**src/rtl/cond_control_unit.sv**
```systemverilog
// cond_control_unit: registered ARM decode/control stage with condition evaluation and memory wait-state throttling.
// Optional feature macro COND_EXEC_EN: when defined, the condition field is evaluated against NZCV; otherwise every instruction runs as AL.
module cond_control_unit #(
  parameter int MEM_WAIT = 0,
  parameter int CNT_W    = 4
) (
  input  logic       clk,
  input  logic       rst,
  input  logic       instr_valid,
  input  logic [3:0] cond,
  input  logic [1:0] mode,
  input  logic [3:0] op_code,
  input  logic       s,
  input  logic [3:0] status,
  input  logic       freeze,
  input  logic       flush,
  output logic       ex_valid,
  output logic [3:0] exe_cmd,
  output logic       mem_read,
  output logic       mem_write,
  output logic       wb_en,
  output logic       branch,
  output logic       s_out,
  output logic       cond_pass,
  output logic       illegal,
  output logic       stall_out
);

  typedef enum logic {IDLE, WAIT} state_t;

  state_t           state_q, state_d;
  logic [CNT_W-1:0] cnt_q, cnt_d;

  logic [3:0] dec_cmd;
  logic       dec_rd, dec_wr, dec_wb, dec_br, dec_s, dec_ill;
  logic       cond_ok, accept;

  // NOTE: every combinational output gets a default first so no path can infer a latch.
  always_comb begin
    dec_cmd = 4'b0000;
    dec_rd  = 1'b0;
    dec_wr  = 1'b0;
    dec_wb  = 1'b0;
    dec_br  = 1'b0;
    dec_s   = 1'b0;
    dec_ill = 1'b0;
    casez ({mode, op_code})
      6'b00_1101: begin dec_cmd = 4'b0001; dec_wb = 1'b1; dec_s = s; end
      6'b00_1111: begin dec_cmd = 4'b1001; dec_wb = 1'b1; dec_s = s; end
      6'b00_0100: begin dec_cmd = 4'b0010; dec_wb = 1'b1; dec_s = s; end
      6'b00_0101: begin dec_cmd = 4'b0011; dec_wb = 1'b1; dec_s = s; end
      6'b00_0010: begin dec_cmd = 4'b0100; dec_wb = 1'b1; dec_s = s; end
      6'b00_0110: begin dec_cmd = 4'b0101; dec_wb = 1'b1; dec_s = s; end
      6'b00_0000: begin dec_cmd = 4'b0110; dec_wb = 1'b1; dec_s = s; end
      6'b00_1100: begin dec_cmd = 4'b0111; dec_wb = 1'b1; dec_s = s; end
      6'b00_0001: begin dec_cmd = 4'b1000; dec_wb = 1'b1; dec_s = s; end
      6'b00_1010: begin dec_cmd = 4'b0100; dec_s = 1'b1; end
      6'b00_1000: begin dec_cmd = 4'b0110; dec_s = 1'b1; end
      // The S bit doubles as L here: set selects LDR, clear selects STR.
      6'b01_0100: begin
        dec_cmd = 4'b0010;
        dec_rd  = s;
        dec_wr  = ~s;
        dec_wb  = s;
      end
      6'b10_0???: dec_br  = 1'b1;
      default:    dec_ill = 1'b1;
    endcase
  end

`ifdef COND_EXEC_EN
  logic flag_n, flag_z, flag_c, flag_v;
  assign {flag_n, flag_z, flag_c, flag_v} = status;

  always_comb begin
    cond_ok = 1'b0;
    case (cond)
      4'b0000: cond_ok = flag_z;
      4'b0001: cond_ok = ~flag_z;
      4'b0010: cond_ok = flag_c;
      4'b0011: cond_ok = ~flag_c;
      4'b0100: cond_ok = flag_n;
      4'b0101: cond_ok = ~flag_n;
      4'b0110: cond_ok = flag_v;
      4'b0111: cond_ok = ~flag_v;
      4'b1000: cond_ok = flag_c & ~flag_z;
      4'b1001: cond_ok = ~flag_c | flag_z;
      4'b1010: cond_ok = (flag_n == flag_v);
      4'b1011: cond_ok = (flag_n != flag_v);
      4'b1100: cond_ok = ~flag_z & (flag_n == flag_v);
      4'b1101: cond_ok = flag_z | (flag_n != flag_v);
      4'b1110: cond_ok = 1'b1;
      default: cond_ok = 1'b0;
    endcase
  end
`else
  logic unused_cond_inputs;
  assign unused_cond_inputs = ^{cond, status};
  assign cond_ok = 1'b1;
`endif

  assign accept = instr_valid & ~freeze & ~flush & (state_q == IDLE);

  // Freeze does not touch the wait counter; only flush aborts an outstanding wait.
  always_comb begin
    state_d = state_q;
    cnt_d   = cnt_q;
    if (flush) begin
      state_d = IDLE;
      cnt_d   = '0;
    end else if (state_q == WAIT) begin
      if (cnt_q <= CNT_W'(1)) begin
        state_d = IDLE;
        cnt_d   = '0;
      end else begin
        cnt_d = cnt_q - CNT_W'(1);
      end
    end else if (accept && (dec_rd || dec_wr) && cond_ok && (MEM_WAIT > 0)) begin
      state_d = WAIT;
      cnt_d   = CNT_W'(MEM_WAIT);
    end
  end

  // NOTE: sequential state uses non-blocking assignments so every flop samples pre-edge values.
  always_ff @(posedge clk) begin
    if (rst) begin
      state_q   <= IDLE;
      cnt_q     <= '0;
      ex_valid  <= 1'b0;
      exe_cmd   <= 4'b0000;
      mem_read  <= 1'b0;
      mem_write <= 1'b0;
      wb_en     <= 1'b0;
      branch    <= 1'b0;
      s_out     <= 1'b0;
      cond_pass <= 1'b0;
      illegal   <= 1'b0;
      stall_out <= 1'b0;
    end else begin
      state_q   <= state_d;
      cnt_q     <= cnt_d;
      ex_valid  <= accept;
      exe_cmd   <= accept ? dec_cmd : 4'b0000;
      mem_read  <= accept & cond_ok & dec_rd;
      mem_write <= accept & cond_ok & dec_wr;
      wb_en     <= accept & cond_ok & dec_wb;
      branch    <= accept & cond_ok & dec_br;
      s_out     <= accept & cond_ok & dec_s;
      cond_pass <= accept & cond_ok;
      illegal   <= accept & dec_ill;
      stall_out <= (state_d == WAIT);
    end
  end

endmodule

```
**config.mk**
```make
export PLATFORM = sky130hd
export DESIGN_NAME = cond_control_unit
export DESIGN_NICKNAME = d
export VERILOG_FILES = /design/src/rtl/cond_control_unit.sv
export SDC_FILE = /design/constraint.sdc
export NUM_CORES = 1
export LEC_CHECK = 0
export ABC_CLOCK_PERIOD_IN_PS = 1300
export CAP_MARGIN = 0
export CORE_AREA = 4 4 52 54
export CTS_CLUSTER_DIAMETER = 30
export DETAILED_ROUTE_END_ITERATION = 8
export DIE_AREA = 0 0 56 58
export PLACE_DENSITY = 0.75
export SLEW_MARGIN = 20
export SYNTH_ARGS = -nofsm -noshare
export SYNTH_HDL_FRONTEND = slang
export SYNTH_SLANG_ARGS = --single-unit
```
**constraint.sdc**
```tcl
create_clock -name clk -period 1.3 [get_ports clk]
set_clock_uncertainty 0.05 [all_clocks]
set_input_delay 0.13 -clock clk [delete_from_list [all_inputs] [get_ports clk]]
set_output_delay 0.13 -clock clk [all_outputs]
set_load 0.02 [all_outputs]
```
==> results.md, run 1 <==
- The post-CTS clock slew at the launch and capture registers of the worst setup and hold paths is 90 ps.
- The depth of the CTS H-tree is 1.
- In the final layout, the registers with the most flip-flops are cnt_q (4), exe_cmd (4).
- By area, the combinational part of the netlist is dominated by simple AND/OR/NAND/NOR gates.
- The proportion of layout cells with a drive suffix above 1 is 25.6%.
- Of all nets on the critical path, the largest fanout is 5.
- The initial antenna violation count was 0.
- The net switching fraction of the power is 23.1%.
- For the worst setup path, the data required time is between 1000 and 1500 ps.
- The layout net count is between 100 and 150.
- The starting utilization of the core area is 34.4%.
- The simple-gate area share of the yosys netlist is 29.7%.
- The number of cells in the finished layout apart from fillers is approximately 150.
- In this run the horizontal extent of the chip is 56 µm.
- After layout, the worst path uses 94.0% of the clock period.
- In this run the vertical extent of the chip is 58 µm.
- The number of cells produced by synthesis is between 80 and 90.
- Synthesis inferred 16 register bits.
- In this run the core area contains 17 standard-cell rows.
- The xor/xnor share of the synthesized area is between 3 and 4%.
- The minimum clock period after layout is 1220 ps.
- The relative max-transition margin is around four fifths.
- The final number of hold-violating endpoints is 0.
- The routed metal-1 wire length is 747 µm.
- The adder-cell share of the synthesized area is 4.76%.
- The first global-routing pass estimated a little over 3000 µm of wire.
- The relative area change from synthesis to final layout is 54.5%.
- Detailed placement ended at an HPWL of 1440 µm.
- The clock net sink count is 16.
- After detailed routing, the total wire length is about 1900 µm.
- IR analysis of the VDD net gives a maximum drop of ~0.0005 V.
- Sequential elements use 42.0% of the synthesized area.
- The power per standard cell area is 820 mW/mm².
- Counting every net in the synthesized netlist gives 107.
- Cell internal power was estimated by the tool at 0.742 mW.
- The highest layer used for signal routing is met4.
- After detailed routing, the average wire length per cell comes to 12.3 µm.
- The analysis attributes to net switching a power of 0.223 mW.
- The synthesized cell area is 762 µm².
- The detailed router finished its first iteration with 13 violations.
- The worst hold path class is in2reg.
- The number of vias after detailed routing is 744.
- The root buffer cell chosen for the clock tree is sky130_fd_sc_hd__clkbuf_4.
- In this run the tool buffered the top-level ports with 24 buffer cells.
- The congestion estimate from routability-driven global placement came to 0.823.
- Counting cells, the worst reg-to-reg path comes to 5.
- Including well taps, the total number of placed cells is 149.
- The critical path class is in2reg.
- No sink is reached through more buffers than the 2 on the longest clock path.
- The sequential share of power is 51.1%.
- Combinational cells account for 15.5% of the total power.
- Of the post-synthesis cell area, the part taken by muxes is 0%.
- In the routed layout, each cell is associated on average with a via count of around 4.9.
- Summing the areas of all compound-gate instances in the mapped netlist gives 11.7% of the synthesized area.
- The total iterations of the first detailed-routing run is 4.
- In this run the standard cell core region covers between 0.002 and 0.0025 mm².
- For this design the static power due to leakage is 0.513 nW.
- The routed design uses 980 µm of met2 wire.
- Once the clock tree was built, the setup fixing pass inserted 0 buffers.
- The maximum number of pins on one net before global-route repair is 10.
- The netlist uses 35 different library cells.
- STA classifies the critical path startpoint as an input port.
- The clock tree from TritonCTS is yes.
- The worst hold path cell count is 3.
- During synthesis, Yosys emitted a total of 0 warnings.
- The nature of the critical path endpoint is a register.
- The number of buffers inserted by hold repair at cts is 0.
- Clock latency on the worst-skew pair, taken at its later pin, is 280 ps.
- The data arrival time of the critical path is 1350 ps.
- The portion of total power attributed to the clock network is 33.4%.
- Setup repair after global routing left no endpoint under its margin.
- The DRC violation count after routing is 0.
- The overall global routing resource usage is between 10% and 20%.
- The worst path meets setup with 78.0 ps of slack.
- The flow ran to the end, and the final reports show no timing, DRC or antenna violations.
- The max-slew violation count is 0.
- The die covers approximately 0.0032 mm².
- The count of nets left with antenna violations once routing finished came out at 0.
- Setup violations remaining at the end of the flow were counted as 0.
- Pin placement for this block handled 33 I/O pins.
- The slew at the pin closest to its max-slew limit is 287 ps.
- The number of CTS-inserted buffers is 3.
- Across the run, the number of max-cap violations was 0.
- The final global-route overflow total is 0.
- 0 antenna diodes ended up in the layout.
- The average footprint of a synthesized cell is 8.96 µm².
- Before CTS, the worst setup slack after placement is -282 ps.
- Based on the critical path, the design can be clocked at up to roughly 820 MHz.
- The number of global-route vias before repair is 770.
- The detailed-routed wire length on met3 is 121 µm.
-- metrics by stage --
step                      total power, mW  cell area, µm²  util [%]  hold slack [ps]  TNS (ps)
after floorplan                     0.568             762         -              157         0
after global placement              0.645            1120      50.8              495     -1320
after detailed placement            0.651            1120      50.8              510     -1810
after CTS                           0.975            1150      51.9              407         0
after global routing                 1.01            1180      53.2              279         0
final                               0.965            1180      53.2              258         0
-- worst paths after layout --
kind | slack, ps | start | endpoint
worst min-delay path | 260 | op_code[0] | exe_cmd[2]$_SDFF_PP0_
worst max-delay path | 80 | op_code[3] | illegal$_SDFF_PP0_
worst max register to register | 110 | cnt_q[0]$_SDFFE_PP0P_ | cnt_q[0]$_SDFFE_PP0P_
worst min register to register | 520 | cnt_q[0]$_SDFFE_PP0P_ | cnt_q[0]$_SDFFE_PP0P_
-- critical path, cell delays in order --
cell and delay (ps):
sky130_fd_sc_hd__clkdlybuf4s50_1 480, sky130_fd_sc_hd__or4b_1 490, sky130_fd_sc_hd__a31oi_1 190, sky130_fd_sc_hd__nor3_1 60
-- synth_stat cells (all sizes together) --
cell	count	area, µm²
inv	8	30.0
nand4b	1	8.76
nand2b	2	12.5
nor3	8	45.0
nor4	2	12.5
o22ai	2	12.5
a211o	1	10.0
a2111o	1	11.3
ha	2	25.0
nor4b	1	15.0
and4b	1	10.0
clkbuf	1	3.75
a21oi	3	15.0
buf	3	30.0
a31oi	1	6.26
and3	1	7.51
o31ai	2	15.0
maj3	1	11.3
nand4	1	6.26
or4b	1	10.0
nand2	4	17.5
nand3	3	15.0
nand3b	2	15.0
dfxtp	16	320
xnor2	1	8.76
o21ai	2	10.0
xor2	2	17.5
nor2	7	26.3
a311oi	1	8.76
nor2b	4	25.0
-- placed cells by master, fill, tap and decap left out, types with 2 or more instances in the layout --
master                            netlist  routed
sky130_fd_sc_hd__a21oi_1                3       3
sky130_fd_sc_hd__nor2_1                 7       6
sky130_fd_sc_hd__xor2_1                 2       2
sky130_fd_sc_hd__nand3b_1               2       2
sky130_fd_sc_hd__dfxtp_1               16      14
sky130_fd_sc_hd__buf_4                  1      16
sky130_fd_sc_hd__o22ai_1                2       2
sky130_fd_sc_hd__clkdlybuf4s50_1        0      10
sky130_fd_sc_hd__ha_1                   2       2
sky130_fd_sc_hd__nand2b_1               2       2
sky130_fd_sc_hd__nand2_1                3       3
sky130_fd_sc_hd__dlygate4sd2_1          0      13
sky130_fd_sc_hd__inv_1                  7       7
sky130_fd_sc_hd__nor3_1                 7       7
sky130_fd_sc_hd__nand3_1                3       3
sky130_fd_sc_hd__clkbuf_4               0       3
sky130_fd_sc_hd__dfxtp_2                0       2
sky130_fd_sc_hd__nor2b_1                4       4
-- per-layer routing --
metal / global-route usage, % / up-vias
li1: - / 378
met1: 13.2 / 338
met2: 20.7 / 24
met3: 3.34 / 4
met4: 5.08 / 0
met5: 0 / -
-- power groups by stage --
stage | clock network, mW | registers, mW | logic [mW]
finish | 0.323 | 0.493 | 0.149
global route | 0.356 | 0.494 | 0.163
CTS | 0.336 | 0.493 | 0.145
detailed placement | 0 | 0.505 | 0.146
global placement | 0 | 0.505 | 0.140
floorplan | 0 | 0.508 | 0.0596
-- layout make-up --
type	instances	area (µm²)
fill	224	1030
tap	28	35.0
inverter	8	30.0
sequential	16	323
timing repair buffer	40	347
clock buffer	4	36.3
multi-input combinational	57	407
-- kinds of logic (layout without fill, tap and decap cells) --
family                   Yosys count  in the layout
buffers and inverters             12             52
XOR/XNOR                           3              3
adder cells (fa/ha/maj)            3              3
AND/OR/NAND/NOR                   38             38
flip-flops                        16             16
AO/OA/AOI/OAI                     13             13
-- what timing repair did --
item	4_1_cts	5_1_grt
setup endpoints to repair	17	14
gates cloned	0	0
resized for setup	14	7
Note: power is estimated with default switching activity, not from simulation.
==> inputs of run 2 (changes only) <==
--- a/config.mk
+++ b/config.mk
@@ -8,8 +8,8 @@
 export ABC_CLOCK_PERIOD_IN_PS = 1300
 export CAP_MARGIN = 0
-export CORE_AREA = 4 4 52 54
+export CORE_AREA = 8 8 56 58
 export CTS_CLUSTER_DIAMETER = 30
 export DETAILED_ROUTE_END_ITERATION = 8
-export DIE_AREA = 0 0 56 58
+export DIE_AREA = 0 0 64 66
 export PLACE_DENSITY = 0.75
 export SLEW_MARGIN = 20
--- a/constraint.sdc
+++ b/constraint.sdc
@@ -3,3 +3,3 @@
 set_input_delay 0.13 -clock clk [delete_from_list [all_inputs] [get_ports clk]]
 set_output_delay 0.13 -clock clk [all_outputs]
-set_load 0.02 [all_outputs]
+set_load 0.1 [all_outputs]
==> run 2 against run 1 <==
Net effect:
- setup slack lost 3.1 ps
- flip-flop and latch count is the same
- largest power group unchanged
- die area grew 30%
- worst hold slack gained 180 ps
- wire length grew 5.4%
- global-route usage shrank 2.4 points
- maximum frequency shrank 0.25%
- clock power shrank 24%
- count of clock-buffer cells in the layout shrank 1
- via count grew 1.7%
- sequential power is essentially flat
- highest routed layer unchanged
==> results.md, run 2 (synthesized netlist as in run 1, its figures left out) <==
- The depth of the CTS H-tree came to 1 (unchanged).
- The DRC violation count after routing is 0 (unchanged).
- The layout net count was 147 (-0.68%).
- In the layout the commonest cells are sky130_fd_sc_hd__buf_4, sky130_fd_sc_hd__dfxtp_1, sky130_fd_sc_hd__buf_12.
- The number of global-route vias before repair is 790 (+2.6%).
- The power share of the combinational group is 19.2% (+3.7 points).
- The buffer levels on the longest clock path was 2 (unchanged).
- The worst hold path cell count was 3 (unchanged).
- The flow ran to the end, and the final reports show no timing, DRC or antenna violations.
- The clock net sink count came to 16 (unchanged).
- The post-CTS clock slew at the launch and capture registers of the worst setup and hold paths is 90 ps (about the same).
- The number of top-level pins is 33 (unchanged).
- The floorplan die area is 0.00422 mm² (+30%).
- The proportion of layout cells with a drive suffix above 1 came to 36.6% (+11 points).
- The largest registers in the layout are cnt_q (4), exe_cmd (4).
- The internal power consumption is 0.689 mW (-7.2%).
- The commonest non-fill, non-tap cell in the layout is sky130_fd_sc_hd__buf_4.
- The relative area change from synthesis to final layout is 69.8%.
- The worst hold path class is in2reg.
- The number of buffers inserted by hold repair at cts is 0 (unchanged).
- In this run the most critical hold path is launched from s.
- The static leakage is 0.491 nW (-4.3%).
- The final estimated routing congestion in global placement is 0.765 (-7.0%).
- TritonCTS built the clock tree.
- The final setup violation count is 0 (unchanged).
- The maximum vdd ir drop is 0.000487 V (-2.8%).
- The total of max-cap violations is 0 (unchanged).
- The initial antenna violation count is 0 (unchanged).
- The critical path class is reg2reg.
- The worst reg-to-reg path cell count is 5 (unchanged).
- The width of the die was 64 µm (+14%).
- The data arrival time of the critical path was 1340 ps (about the same).
- The first-pass GRT wire length came to 3220 µm (+3.5%).
- The pre-CTS setup slack was -216 ps (+65.8 ps).
- The clock latency on the worst-skew pair is 270 ps (about the same).
- The number of violations reported at the end of detailed-routing iteration 0 came to 7 (-6).
- The starting utilization of the core area is 32.8% (-1.6 points).
- The total iterations of the first detailed-routing run came to 4 (unchanged).
- The worst slack on hold paths is 438 ps (+180 ps).
- The launch point of the worst reg-to-reg path is cnt_q[1]$_SDFFE_PP0P_.
- The critical path starts at cnt_q[1]$_SDFFE_PP0P_.
- The max-slew violation count was 0 (unchanged).
- The relative max-transition margin came to 79.2% (-1.5 points).
- The maximum number of pins on one net before global-route repair is 11 (+1).
- The sum of routed wire length over all layers is 1980 µm (+5.4%).
- The power per standard cell area is 710 mW/mm² (-13%).
- The timing-limited maximum frequency is 816 MHz (-0.25%).
- The number of standard-cell rows in the floorplan came to 18 (+1).
- The reported net switching power came to 0.230 mW (+3.3%).
- The post-detailed-route via-to-cell ratio came to 4.95 (+1.7%).
- The minimum clock period after layout is 1230 ps (+3.08 ps).
- The slew at the pin closest to its max-slew limit is 310 ps (+22.1 ps).
- The sum of net half-perimeters after detailed placement was 1600 µm (+12%).
- The final critical-path share of the clock period came to 94.2% (+0.24 points).
- The number of placed instances with taps included is 150 (+0.67%).
- The overall power was 0.919 mW (-4.8%).
- The final critical-path setup slack is 74.9 ps (-3.08 ps).
- The largest fanout on the critical path is 4 (-1).
- The number of CTS-inserted buffers is 3 (unchanged).
- The number of cells in the finished layout apart from fillers was 153 (unchanged).
- The required time of the critical path is 1410 ps (-20 ps).
- The count of antenna diodes in the layout is 0 (unchanged).
- The area after detailed placement is 0.00125 mm² (+11%).
- The die height was 66 µm (+14%).
- The number of vias after detailed routing is 757 (+1.7%).
- The post-layout instance area was 0.00129 mm² (+9.9%).
- CTS placed an instance of sky130_fd_sc_hd__clkbuf_4 at the clock tree root.
- The core box area is 0.00232 mm² (+4.9%).
- The final global-route overflow total is 0 (unchanged).
- The number of nets with antenna violations after routing is 0 (unchanged).
- The portion of total power attributed to the clock network is 26.8% (-6.6 points).
- The overall global routing resource usage is 9.31% (-2.4 points).
- The kind of start point of the critical path is a register.
- The number of I/O port buffers is 24 (unchanged).
- The final cell utilization of the core is 55.8% (+2.5 points).
- The nature of the critical path endpoint is a register.
- The final number of hold-violating endpoints came to 0 (unchanged).
- The sequential share of power came to 53.9% (+2.8 points).
- The net switching fraction of the power came to 25.0% (+2.0 points).
- The average routed wire per standard cell was 12.9 µm (+5.4%).
- The final sum of negative setup slack is 0 ps (unchanged).
==> run 2: power groups by stage <==
stage	Combinational, mW	Sequential [mW]	Clock (mW)
after floorplan	0.0646	0.525	0
after global placement	0.169	0.507	0
after detailed placement	0.176	0.507	0
after CTS	0.176	0.495	0.256
after global routing	0.190	0.496	0.274
final	0.177	0.495	0.247
==> run 2: critical path, stage by stage (launching register included) <==
cell,delay [ps]
sky130_fd_sc_hd__dfxtp_2,340
sky130_fd_sc_hd__inv_2,60
sky130_fd_sc_hd__ha_2,190
sky130_fd_sc_hd__nor2_2,60
sky130_fd_sc_hd__o31ai_4,290
sky130_fd_sc_hd__o22ai_1,120
==> run 2: path summary, 6_finish.rpt <==
kind | slack (ps) | to
worst min register to register | 460 | cnt_q[1]$_SDFFE_PP0P_
worst max register to register | 70 | cnt_q[1]$_SDFFE_PP0P_
worst min-delay path | 440 | mem_read$_SDFF_PP0_
worst max-delay path | 70 | cnt_q[1]$_SDFFE_PP0P_
==> run 2: what timing repair did <==
item,4_1_cts,5_1_grt
gates cloned,0,0
endpoints found under the hold margin,0,0
buffers inserted,0,0
endpoints found under the setup margin,4,3
gates resized for setup,4,2
pin swaps,4,0
==> run 2: final cells by class <==
type                    instances  area [µm²]
multi-input cells              57         397
clock buffers                   3        22.5
repair buffers                 39         483
fillers                       223        1030
well taps                      30        37.5
flip-flops and latches         16         324
inverters                       8        30.0
==> run 2: routing by layer <==
| layer | track usage (%) | vias up | routed length (µm) |
|---|---|---|---|
| met5 | 0 | - | 0 |
| met4 | 4.18 | 0 | 31 |
| met3 | 3.39 | 4 | 121 |
| met2 | 18.1 | 20 | 1060 |
| met1 | 8.42 | 358 | 769 |
| li1 | - | 375 | - |
==> inputs of run 3 (changes only) <==
SETUP_SLACK_MARGIN = 0.2   (was default)
==> run 3 against run 2 <==
Net effect:
- largest cell class unchanged
- combinational power is 9.6% higher
- sequential power shrank 1%
- final cell count up 4.6%
- sequential share of layout area fell by 2.9 points
- flip-flop and latch count stayed put
- die area did not move
==> results.md, run 3 (synthesized netlist as in run 1, its figures left out) <==
- The flow ran to the end, and the final reports show no timing, DRC or antenna violations.
- The final setup violation count is 0 (unchanged).
- The die height is 66 µm (unchanged).
- The worst hold path cell count was 3 (unchanged).
- The final estimated routing congestion in global placement is 0.809 (+5.7%).
- The width of the die was 64 µm (unchanged).
- The slew at the pin closest to its max-slew limit is 293 ps (-17.1 ps).
- The worst hold path class is in2reg.
- The endpoint identified for the worst register-to-register timing path is cnt_q[0]$_SDFFE_PP0P_.
- The overall global routing resource usage is 10.6% (+1.3 points).
- The maximum vdd ir drop is 0.000415 V (-15%).
- The critical path class is reg2reg.
- The final sum of negative setup slack is 0 ps (unchanged).
- The initial antenna violation count is 0 (unchanged).
- The worst setup path is launched from a register.
- The slowest stage of the critical path is the sky130_fd_sc_hd__dfxtp_4 cell.
- The post-detailed-route via-to-cell ratio is 4.90 (-0.96%).
- The final critical-path share of the clock period is 93.5% (-0.77 points).
- The number of standard-cell rows in the floorplan is 18 (unchanged).
- The commonest non-fill, non-tap cell in the layout is sky130_fd_sc_hd__buf_4.
- The max-slew violation count is 0 (unchanged).
- The final cell utilization of the core is 64.8% (+9.1 points).
- The number of filler instances in the final layout came to 182 (-18%).
- The required time of the critical path was 1450 ps (+40 ps).
- The power per standard cell area was 666 mW/mm² (-6.2%).
- The internal reg-to-reg setup slack is 80 ps (about the same).
- The data arrival time of the critical path is 1360 ps (+20 ps).
- The final global-route overflow total is 0 (unchanged).
- The static leakage was 0.597 nW (+21%).
- The post-layout instance area is 0.00150 mm² (+16%).
- The launch point of the worst reg-to-reg path is cnt_q[0]$_SDFFE_PP0P_.
- The total of max-cap violations came to 0 (unchanged).
- The final number of hold-violating endpoints came to 0 (unchanged).
- The count of antenna diodes in the layout is 0 (unchanged).
- The worst slack on hold paths came to 189 ps (-249 ps).
- The clock net sink count is 16 (unchanged).
- The relative area change from synthesis to final layout is 97.4%.
- The number of violations reported at the end of detailed-routing iteration 0 is 20 (+13).
- Among cell families on the critical path, the largest total delay comes from flip-flops.
- The first-pass GRT wire length came to 3660 µm (+14%).
- The area after detailed placement is 0.00125 mm² (-0.40%).
- The clock latency on the worst-skew pair is 280 ps (about the same).
- The number of global-route vias before repair came to 883 (+12%).
- The depth of the CTS H-tree is 1 (unchanged).
- The maximum number of pins on one net before global-route repair is 11 (unchanged).
- The number of CTS-inserted buffers is 3 (unchanged).
- The relative max-transition margin is 80.4% (+1.2 points).
- The startpoint of the most critical setup path is cnt_q[0]$_SDFFE_PP0P_.
- The number of vias after detailed routing came to 784 (+3.6%).
- The top cell types in the final layout, fill and taps aside, are sky130_fd_sc_hd__buf_4, sky130_fd_sc_hd__buf_12, sky130_fd_sc_hd__dfxtp_1.
- The average routed wire per standard cell came to 14.3 µm (+11%).
- The buffer levels on the longest clock path is 2 (unchanged).
- The signal on the critical path passes through inv_2, ha_4, nor2_2, o31ai_2, buf_4, o31ai_1.
- The minimum clock period after layout came to 1220 ps (-9.96 ps).
- Clock tree synthesis selected as its root buffer the cell sky130_fd_sc_hd__clkbuf_4.
- The nature of the critical path endpoint is a register.
- The sum of net half-perimeters after detailed placement is 1570 µm (-2.0%).
- The largest registers in the layout are cnt_q (4), exe_cmd (4).
- The number of nets with antenna violations after routing came to 0 (unchanged).
- Setup repair after global routing could not meet its margin everywhere.
- The core box area is 0.00232 mm² (unchanged).
- The proportion of layout cells with a drive suffix above 1 is 54.6% (+18 points).
- The sum of routed wire length over all layers was 2290 µm (+16%).
- The worst reg-to-reg path cell count was 6 (+1).
- The number of buffer and inverter instances along the worst setup path is 2 (+1).
- The post-CTS clock slew at the launch and capture registers of the worst setup and hold paths is 90 ps (about the same).
- The starting utilization of the core area came to 32.8% (unchanged).
- The largest fanout on the critical path was 4 (unchanged).
- The clock tree from TritonCTS is yes.
- The number of top-level pins is 33 (unchanged).
- The startpoint of the tightest hold check path is flush.
- The DRC violation count after routing is 0 (unchanged).
- The number of I/O port buffers is 24 (unchanged).
- The layout net count came to 153 (+4.1%).
- The endpoint with the worst hold slack is cnt_q[2]$_SDFFE_PP0P_.
- The number of cells on the critical path came to 6 (+1).
- The floorplan die area is 0.00422 mm² (unchanged).
- The area of the multi-input gates is 518 µm² (+31%).
- The total iterations of the first detailed-routing run is 4 (unchanged).
- The area taken by flip-flops and latches came to 333 µm² (+2.7%).
- The overall power is 1.00 mW (+9.0%).
- The biggest cell delay along the critical path is 390 ps (+50 ps).
- The timing-limited maximum frequency is 823 MHz (+0.82%).
==> run 3: changes by cell type in the layout (fill, tap and decap cells not counted), sizes merged <==
cell / previous run / this run
clkdlybuf4s50: 11 / 4
buf: 28 / 34
dlygate4sd2: 0 / 4
clkbuf: 3 / 4
dlymetal6s2s: 0 / 3
==> run 3: repair_timing <==
action,4_1_cts,5_1_grt
setup endpoints to repair,12,17
pin swaps,6,8
hold buffers,0,0
resized for setup,20,17
setup buffers,6,3
==> run 3: worst min-delay path, stage by stage <==
cell and delay (ps):
sky130_fd_sc_hd__dlymetal6s2s_1 160, sky130_fd_sc_hd__buf_4 140, sky130_fd_sc_hd__nor3_1 50
==> run 3: per-stage QoR <==
stage                     instances  setup WS, ps
final                           160          84.8
after floorplan                  85           109
after CTS                       157           106
after detailed placement        147          -243
after global routing            160          22.9
after global placement          147          -181
==> run 3: worst max-delay path by stage <==
stage	endpoint	slack, ps
floorplan	cnt_q[3]$_SDFFE_PP0P_	110
global placement	illegal$_SDFF_PP0_	-180
detailed placement	illegal$_SDFF_PP0_	-240
CTS	cnt_q[0]$_SDFFE_PP0P_	110
global route	cnt_q[1]$_SDFFE_PP0P_	20
finish	cnt_q[0]$_SDFFE_PP0P_	80
==> run 3: metal layers <==
layer	track usage, %	wire length [µm]	vias up
met5	0	0	-
met3	3.39	98	4
li1	-	-	388
met1	10.2	844	369
met2	20.7	1300	23
met4	3.90	42	0
==> run 3: final cells by class <==
| type | count | share of cell area [%] |
|---|---|---|
| Inverter | 8 | 2.16 |
| Tap cell | 30 | 2.50 |
| Clock buffer | 4 | 2.41 |
| Timing Repair Buffer | 45 | 36.4 |
| Sequential cell | 16 | 22.1 |
| Multi-Input combinational cell | 57 | 34.4 |
==> run 3: where the power goes <==
part,internal (mW),switching [mW],total [mW]
Combinational,0.0893,0.105,0.194
Sequential,0.487,0.00283,0.490
Clock,0.170,0.147,0.318
Total,0.746,0.255,1.00
